--- config.mk ---
export PLATFORM = sky130hd
export DESIGN_NAME = gshare_branch_predictor_flat
export DESIGN_NICKNAME = d
export VERILOG_FILES = /design/src/rtl/gshare_branch_predictor_if.sv /design/src/rtl/gshare_branch_predictor.sv /design/src/flat_wrapper.sv
export SDC_FILE = /design/constraint.sdc
export NUM_CORES = 2
export LEC_CHECK = 0
export BUFFER_PORTS_ARGS = -buffer_cell sky130_fd_sc_hd__buf_2
export CAP_MARGIN = 20
export CORE_MARGIN = 2
export CORE_UTILIZATION = 44
export CTS_BUF_LIST = sky130_fd_sc_hd__clkbuf_16
export DETAILED_ROUTE_END_ITERATION = 6
export SYNTH_ARGS = -nofsm -noshare
export SYNTH_HDL_FRONTEND = slang
export SYNTH_SLANG_ARGS = --single-unit
export TNS_END_PERCENT = 5
--- constraint.sdc ---
create_clock -name clock -period 134.5 [get_ports clock]
set_clock_uncertainty 0.1 [all_clocks]
set_input_delay 26.9 -clock clock [delete_from_list [all_inputs] [get_ports clock]]
set_output_delay 26.9 -clock clock [all_outputs]
set_load 0.02 [all_outputs]
--- src/rtl/gshare_branch_predictor_if.sv ---
// Decode/execute-facing signal bundle for the gshare branch predictor.
// The master side (decode/execute) drives lookups and resolutions; the predictor is the slave.
interface gshare_branch_predictor_if #(
  parameter int unsigned PC_WIDTH   = 32,
  parameter int unsigned INDEX_BITS = 10,
  parameter int unsigned HIST_BITS  = 8
);
  logic                  mode;
  logic                  lookup_valid;
  logic [PC_WIDTH-1:0]   lookup_pc;
  logic                  pred_valid;
  logic                  pred_taken;
  logic [INDEX_BITS-1:0] pred_index;
  logic [HIST_BITS-1:0]  pred_history;
  logic                  update_valid;
  logic [INDEX_BITS-1:0] update_index;
  logic                  update_taken;
  logic                  update_mispredict;
  logic [HIST_BITS-1:0]  update_history;
  logic [HIST_BITS-1:0]  ghr;
  logic                  init_done;

  modport master (
    output mode, lookup_valid, lookup_pc,
    output update_valid, update_index, update_taken, update_mispredict, update_history,
    input  pred_valid, pred_taken, pred_index, pred_history, ghr, init_done
  );

  modport slave (
    input  mode, lookup_valid, lookup_pc,
    input  update_valid, update_index, update_taken, update_mispredict, update_history,
    output pred_valid, pred_taken, pred_index, pred_history, ghr, init_done
  );
endinterface

--- src/rtl/gshare_branch_predictor.sv ---
// Bimodal/gshare direction predictor: saturating-counter table with speculative global
// history, execute-stage training and history repair, and a post-reset table sweep.
module gshare_branch_predictor #(
  parameter int unsigned PC_WIDTH   = 32,
  parameter int unsigned INDEX_BITS = 10,
  parameter int unsigned HIST_BITS  = 8,
  parameter int unsigned CTR_BITS   = 2,
  parameter int unsigned PC_LSB     = 2
) (
  input logic                     clock,
  input logic                     reset,
  gshare_branch_predictor_if.slave bus
);

  localparam int unsigned DEPTH = 1 << INDEX_BITS;
  localparam logic [INDEX_BITS-1:0] LAST_IDX = INDEX_BITS'(DEPTH - 1);
  localparam logic [CTR_BITS-1:0]   CTR_WNT  = CTR_BITS'((1 << (CTR_BITS - 1)) - 1);
  localparam logic [CTR_BITS-1:0]   CTR_MAX  = {CTR_BITS{1'b1}};

  typedef enum logic {INIT, READY} state_t;

  state_t                state_q, state_d;
  logic [INDEX_BITS-1:0] ptr_q, ptr_d;
  logic                  sweep_we;

  logic [CTR_BITS-1:0]   table_q [DEPTH];
  logic [HIST_BITS-1:0]  ghr_q;
  logic                  pred_valid_q, pred_taken_q, init_done_q;
  logic [INDEX_BITS-1:0] pred_index_q;
  logic [HIST_BITS-1:0]  pred_history_q;

  logic [PC_WIDTH-1:0]   pc;
  logic [INDEX_BITS-1:0] pc_idx, lookup_idx;
  logic                  lookup_ok, train_ok, repair_ok, lookup_taken;
  logic [CTR_BITS-1:0]   train_ctr, train_next;

  assign pc           = bus.lookup_pc;
  assign pc_idx       = INDEX_BITS'(pc >> PC_LSB);
  assign lookup_idx   = bus.mode ? (pc_idx ^ INDEX_BITS'(ghr_q)) : pc_idx;
  assign lookup_ok    = bus.lookup_valid && (state_q == READY);
  assign train_ok     = bus.update_valid && (state_q == READY);
  assign repair_ok    = train_ok && bus.update_mispredict;
  assign lookup_taken = table_q[lookup_idx][CTR_BITS-1];
  assign train_ctr    = table_q[bus.update_index];

  always_comb begin
    train_next = train_ctr;
    if (bus.update_taken) begin
      if (train_ctr != CTR_MAX) train_next = train_ctr + CTR_BITS'(1);
    end else begin
      if (train_ctr != '0) train_next = train_ctr - CTR_BITS'(1);
    end
  end

  // Sweep FSM: one weakly-not-taken write per cycle until the last entry.
  always_comb begin
    state_d  = state_q;
    ptr_d    = ptr_q;
    sweep_we = 1'b0;
    case (state_q)
      INIT: begin
        sweep_we = 1'b1;
        ptr_d    = ptr_q + INDEX_BITS'(1);
        if (ptr_q == LAST_IDX) state_d = READY;
      end
      READY:   state_d = READY;
      default: state_d = INIT;
    endcase
  end

  always_ff @(posedge clock) begin
    if (reset) begin
      state_q     <= INIT;
      ptr_q       <= '0;
      init_done_q <= 1'b0;
    end else begin
      state_q     <= state_d;
      ptr_q       <= ptr_d;
      init_done_q <= (state_d == READY);
    end
  end

  // Counter table: the sweep and training never overlap since training waits for READY.
  always_ff @(posedge clock) begin
    if (!reset && sweep_we) begin
      table_q[ptr_q] <= CTR_WNT;
    end else if (!reset && train_ok) begin
      table_q[bus.update_index] <= train_next;
    end
  end

  // Prediction outputs and history; a repair overrides a same-cycle speculative shift.
  always_ff @(posedge clock) begin
    if (reset) begin
      pred_valid_q   <= 1'b0;
      pred_taken_q   <= 1'b0;
      pred_index_q   <= '0;
      pred_history_q <= '0;
      ghr_q          <= '0;
    end else begin
      pred_valid_q <= lookup_ok;
      if (lookup_ok) begin
        pred_taken_q   <= lookup_taken;
        pred_index_q   <= lookup_idx;
        pred_history_q <= ghr_q;
      end
      if (repair_ok) begin
        ghr_q <= HIST_BITS'({bus.update_history, bus.update_taken});
      end else if (lookup_ok) begin
        ghr_q <= HIST_BITS'({ghr_q, lookup_taken});
      end
    end
  end

  assign bus.pred_valid   = pred_valid_q;
  assign bus.pred_taken   = pred_taken_q;
  assign bus.pred_index   = pred_index_q;
  assign bus.pred_history = pred_history_q;
  assign bus.ghr          = ghr_q;
  assign bus.init_done    = init_done_q;

endmodule

--- src/flat_wrapper.sv ---
// flat-port wrapper written by rule: the top's interface ports become plain ports
module gshare_branch_predictor_flat 
#(
  parameter int unsigned PC_WIDTH   = 32,
  parameter int unsigned INDEX_BITS = 10,
  parameter int unsigned HIST_BITS  = 8,
  parameter int unsigned CTR_BITS   = 2,
  parameter int unsigned PC_LSB     = 2
)
  (clock, reset, bus_mode, bus_lookup_valid, bus_lookup_pc, bus_update_valid, bus_update_index, bus_update_taken, bus_update_mispredict, bus_update_history, bus_pred_valid, bus_pred_taken, bus_pred_index, bus_pred_history, bus_ghr, bus_init_done);
  gshare_branch_predictor_if #(.PC_WIDTH(PC_WIDTH), .INDEX_BITS(INDEX_BITS), .HIST_BITS(HIST_BITS)) bus_i ();
  input logic clock;
  input logic reset;
  input wire logic [$bits(bus_i.mode)-1:0] bus_mode;
  input wire logic [$bits(bus_i.lookup_valid)-1:0] bus_lookup_valid;
  input wire logic [$bits(bus_i.lookup_pc)-1:0] bus_lookup_pc;
  input wire logic [$bits(bus_i.update_valid)-1:0] bus_update_valid;
  input wire logic [$bits(bus_i.update_index)-1:0] bus_update_index;
  input wire logic [$bits(bus_i.update_taken)-1:0] bus_update_taken;
  input wire logic [$bits(bus_i.update_mispredict)-1:0] bus_update_mispredict;
  input wire logic [$bits(bus_i.update_history)-1:0] bus_update_history;
  output wire logic [$bits(bus_i.pred_valid)-1:0] bus_pred_valid;
  output wire logic [$bits(bus_i.pred_taken)-1:0] bus_pred_taken;
  output wire logic [$bits(bus_i.pred_index)-1:0] bus_pred_index;
  output wire logic [$bits(bus_i.pred_history)-1:0] bus_pred_history;
  output wire logic [$bits(bus_i.ghr)-1:0] bus_ghr;
  output wire logic [$bits(bus_i.init_done)-1:0] bus_init_done;
  assign bus_i.mode = bus_mode;
  assign bus_i.lookup_valid = bus_lookup_valid;
  assign bus_i.lookup_pc = bus_lookup_pc;
  assign bus_i.update_valid = bus_update_valid;
  assign bus_i.update_index = bus_update_index;
  assign bus_i.update_taken = bus_update_taken;
  assign bus_i.update_mispredict = bus_update_mispredict;
  assign bus_i.update_history = bus_update_history;
  assign bus_pred_valid = bus_i.pred_valid;
  assign bus_pred_taken = bus_i.pred_taken;
  assign bus_pred_index = bus_i.pred_index;
  assign bus_pred_history = bus_i.pred_history;
  assign bus_ghr = bus_i.ghr;
  assign bus_init_done = bus_i.init_done;
  gshare_branch_predictor #(.PC_WIDTH(PC_WIDTH), .INDEX_BITS(INDEX_BITS), .HIST_BITS(HIST_BITS), .CTR_BITS(CTR_BITS), .PC_LSB(PC_LSB)) u_core (.clock(clock), .reset(reset), .bus(bus_i));
endmodule
==> metrics.txt <==
part of the cycle the worst path needs=0.253; worst path cell trace=buf_8 -> buf_4 -> buf_4 -> buf_4 -> mux4_2 -> nand2_1 -> a32oi_1 -> nand3_1 -> a32oi_1 -> and3_1 -> o21a_1 -> a41oi_1 -> maj3_1 -> nor2_4 -> buf_4 -> buf_4; arrival time at the worst endpoint=34,460 ps; P_int=1.05 mW; post-route minimum period=34,040 ps; DRC=0; simple-gate share of the synthesized area=0.0897; Slew Limit Fails=0; first-pass GRT wire length=447,000 microns; core region area=214,000 sq um; Nets=6,306; max cap viols=0; I/O Buffers=62; Setup Crit Path Kind=in2reg; DRT iter0 DRCs=9,370; Seq/Total Area, Yosys=0.657; syn_nets=6,399; final setup fails=0; pwr dens=12.9 nW/um^2; sum of negative setup slack=0 ps; Hold Crit Class=reg2reg; Final Hold Fails=0; Root Buffer=clkbuf_16; hold buffers post-CTS=0; vias post-DR=61,500; Top delay family on crit path=buffers and inverters; vias in the first global route=59,800; ranking of synthesized cells by area=edfxtp_1, mux4_2, nor2_1; Storage cell area=62,300 sq um; actual slew at the worst max-slew pin=1450 ps; Post-synth EDFFs=2,048; Finished Layout Cells=9,287; synthesized area=94,800 sq um; final instance area=106,000 sq um; Syn Area/Cell=15.0 sq um; num rows=170; # placed instances=8,854; cts repair resizes=0; die area=219,000 sq um; Synth Area in Compound Gates=0.0510; H-tree lvl count=4; f_max=29.4 MHz; WL final=320,000 microns; fillers=18,100; Setup Buffers After CTS=0; largest area contributor in the synthesized netlist=edfxtp_1; CP Launch Type=primary input; sequential share of power=0.517; footprint of the multi-input gates=30,400 sq um; post-synthesis xor/xnor area fraction=0.00175; main combinational cell family by area after synthesis=multiplexers; layout cells sized above 1=0.191; Synth cell types=79; Routed Antenna Nets=0; Tot GR Track Use=0.289; placed cell areas=98,300 sq um; vias per inst=6.62; Synth Register Bits=2,087; Adder-Cell Fraction of Synth Area=0.000237; WP data required=134,910 ps; Initial Util=0.442; Sw Pwr=0.312 mW; most common cell after layout, fill and taps aside=edfxtp_1; Area Growth Syn to Fin=11.3%; Synth Warn #=0; Post-Syn Instances=6,341; Worst VDD drop=0.0106 mV; RSZ-0062 raised after global routing=false; LEAKAGE=36.7 nW; Worst path slowest cell=buf_4; largest net degree at the start of global routing=257; most frequent cells in the layout=edfxtp_1, nor2_1, nand2_1; Slew HR=0.0349; clock power share=0.429; slowest stage delay, CP=890 ps; gr ovfl total=0; kind of end point of the critical path=flip-flop; TritonCTS clock tree=yes; Clock Pin Slew Worst Setup and Hold Paths=60 ps; setup ws final=100,460 ps; Die X=468 microns; I/O pin count=86; commonest register cell after synthesis=edfxtp_1; ys async rst share=0; status=finished, final reports clean; die height=468 microns; crit-path max FO=101; gpl congestion=0.892; crit-path most repeated cell=buf_4; dpl ws=98,970 ps; Num CTS Buffers=215; post-synthesis mux area share=0.173; Sw Ratio=0.230; drt pass-1 iters=6; clock sink total=2,087; wire per inst=34.5 microns; Max clock buf depth=3; Comb power frac=0.054; initial antenna violation count=23; dpl hpwl=180,000 microns; Skew-Pair Late Insertion Delay=890 ps; CP bufs+invs=6; Yosys top cell area share=0.648
## logic make-up (layout without fill, tap and decap cells)
| group | after synthesis | in the layout |
|---|---|---|
| AOI/OAI and AO/OA | 659 | 659 |
| xor gates and xnor gates | 19 | 19 |
| adders and majority gates | 2 | 2 |
| buffers and inverters | 573 | 665 |
| DFF | 2087 | 2087 |
| muxes | 908 | 908 |
| other | 0 | 16 |
| and+or+nand+nor | 2093 | 2093 |
## flip-flops by register name (all words and copies together) (netlist names)
name                     flops
u_core.state_q               1
u_core.table_q            2048
u_core.bus.ghr               8
u_core.ptr_q                10
u_core.bus.pred_history      8
u_core.bus.pred_valid        1
u_core.bus.pred_index       10
u_core.bus.pred_taken        1
## worst reg2reg max path, stage by stage, from the launching register on
cell      delay (ps)
dfxtp_1          320
buf_4            280
a21boi_2         100
buf_4            290
nor2_4           710
buf_4            830
buf_4            670
buf_4            730
buf_4            730
mux2i_1          170
o22ai_1          210
nor4_1            80
nor3_1           330
nand4_1          300
o211ai_1         530
nor2_1           110
nor4_1           250
## worst paths after layout
check	slack, ps	end	cells after the start	start
max	100460	u_core.table_q[494][1]	16	bus_update_index[0]
min reg2reg	350	u_core.bus.pred_history[5]	2	u_core.bus.pred_history[5]
max reg2reg	127670	u_core.bus.pred_taken	16	u_core.bus.ghr[0]
min	350	u_core.bus.pred_history[5]	2	u_core.bus.pred_history[5]
## cell type report
type / instances / area share
diodes: 16 / 0.000379
clock buffers: 215 / 0.0510
clock inverters: 187 / 0.0135
inverters: 18 / 0.000759
multi-input cells: 3681 / 0.288
flip-flops and latches: 2087 / 0.590
well taps: 2838 / 0.0336
repair buffers: 245 / 0.0225
## metrics by stage
step	hold WS, ps	power [mW]	util
after floorplan	405	0.759	-
after global placement	345	0.788	0.456
after detailed placement	347	0.788	0.459
after CTS	356	1.36	0.490
after global routing	381	1.39	0.492
final	353	1.36	0.492
## cell usage after synthesis, types with 8 or more instances
cell type / count
a2111oi_0: 17
a211o_1: 10
a211oi_1: 52
a21oi_1: 94
a221o_1: 9
a221oi_1: 9
a22oi_1: 22
a311oi_1: 22
a31oi_1: 41
a32oi_1: 149
a41oi_1: 9
and3_1: 23
buf_1: 38
buf_2: 111
buf_4: 49
buf_6: 14
clkbuf_1: 340
dfxtp_1: 39
edfxtp_1: 2048
inv_1: 13
mux2_2: 18
mux2i_1: 305
mux4_2: 584
nand2_1: 636
nand2b_1: 11
nand3_1: 149
nand3b_1: 8
nand4_1: 26
nor2_1: 1125
nor2b_1: 13
nor3_1: 34
nor4_1: 31
o211ai_1: 9
o21ai_0: 74
o221ai_1: 32
o22ai_1: 43
o32ai_1: 11
or3_1: 15
xnor2_1: 9
xor2_1: 10
## power by group through the flow
stage	clock (mW)	sequential, mW	combinational (mW)
6_report	0.583	0.703	0.0731
5_1_grt	0.611	0.703	0.0744
3_3_place_gp	0	0.717	0.0709
3_5_place_dp	0	0.717	0.0711
2_1_floorplan	0	0.717	0.0425
4_1_cts	0.587	0.703	0.0713
## routing by layer
metal	track usage	wire, microns
met2	0.439	145000
met1	0.389	120000
met4	0.145	17900
met5	0	50
met3	0.0710	37500
(Power assumes the default switching activity.)
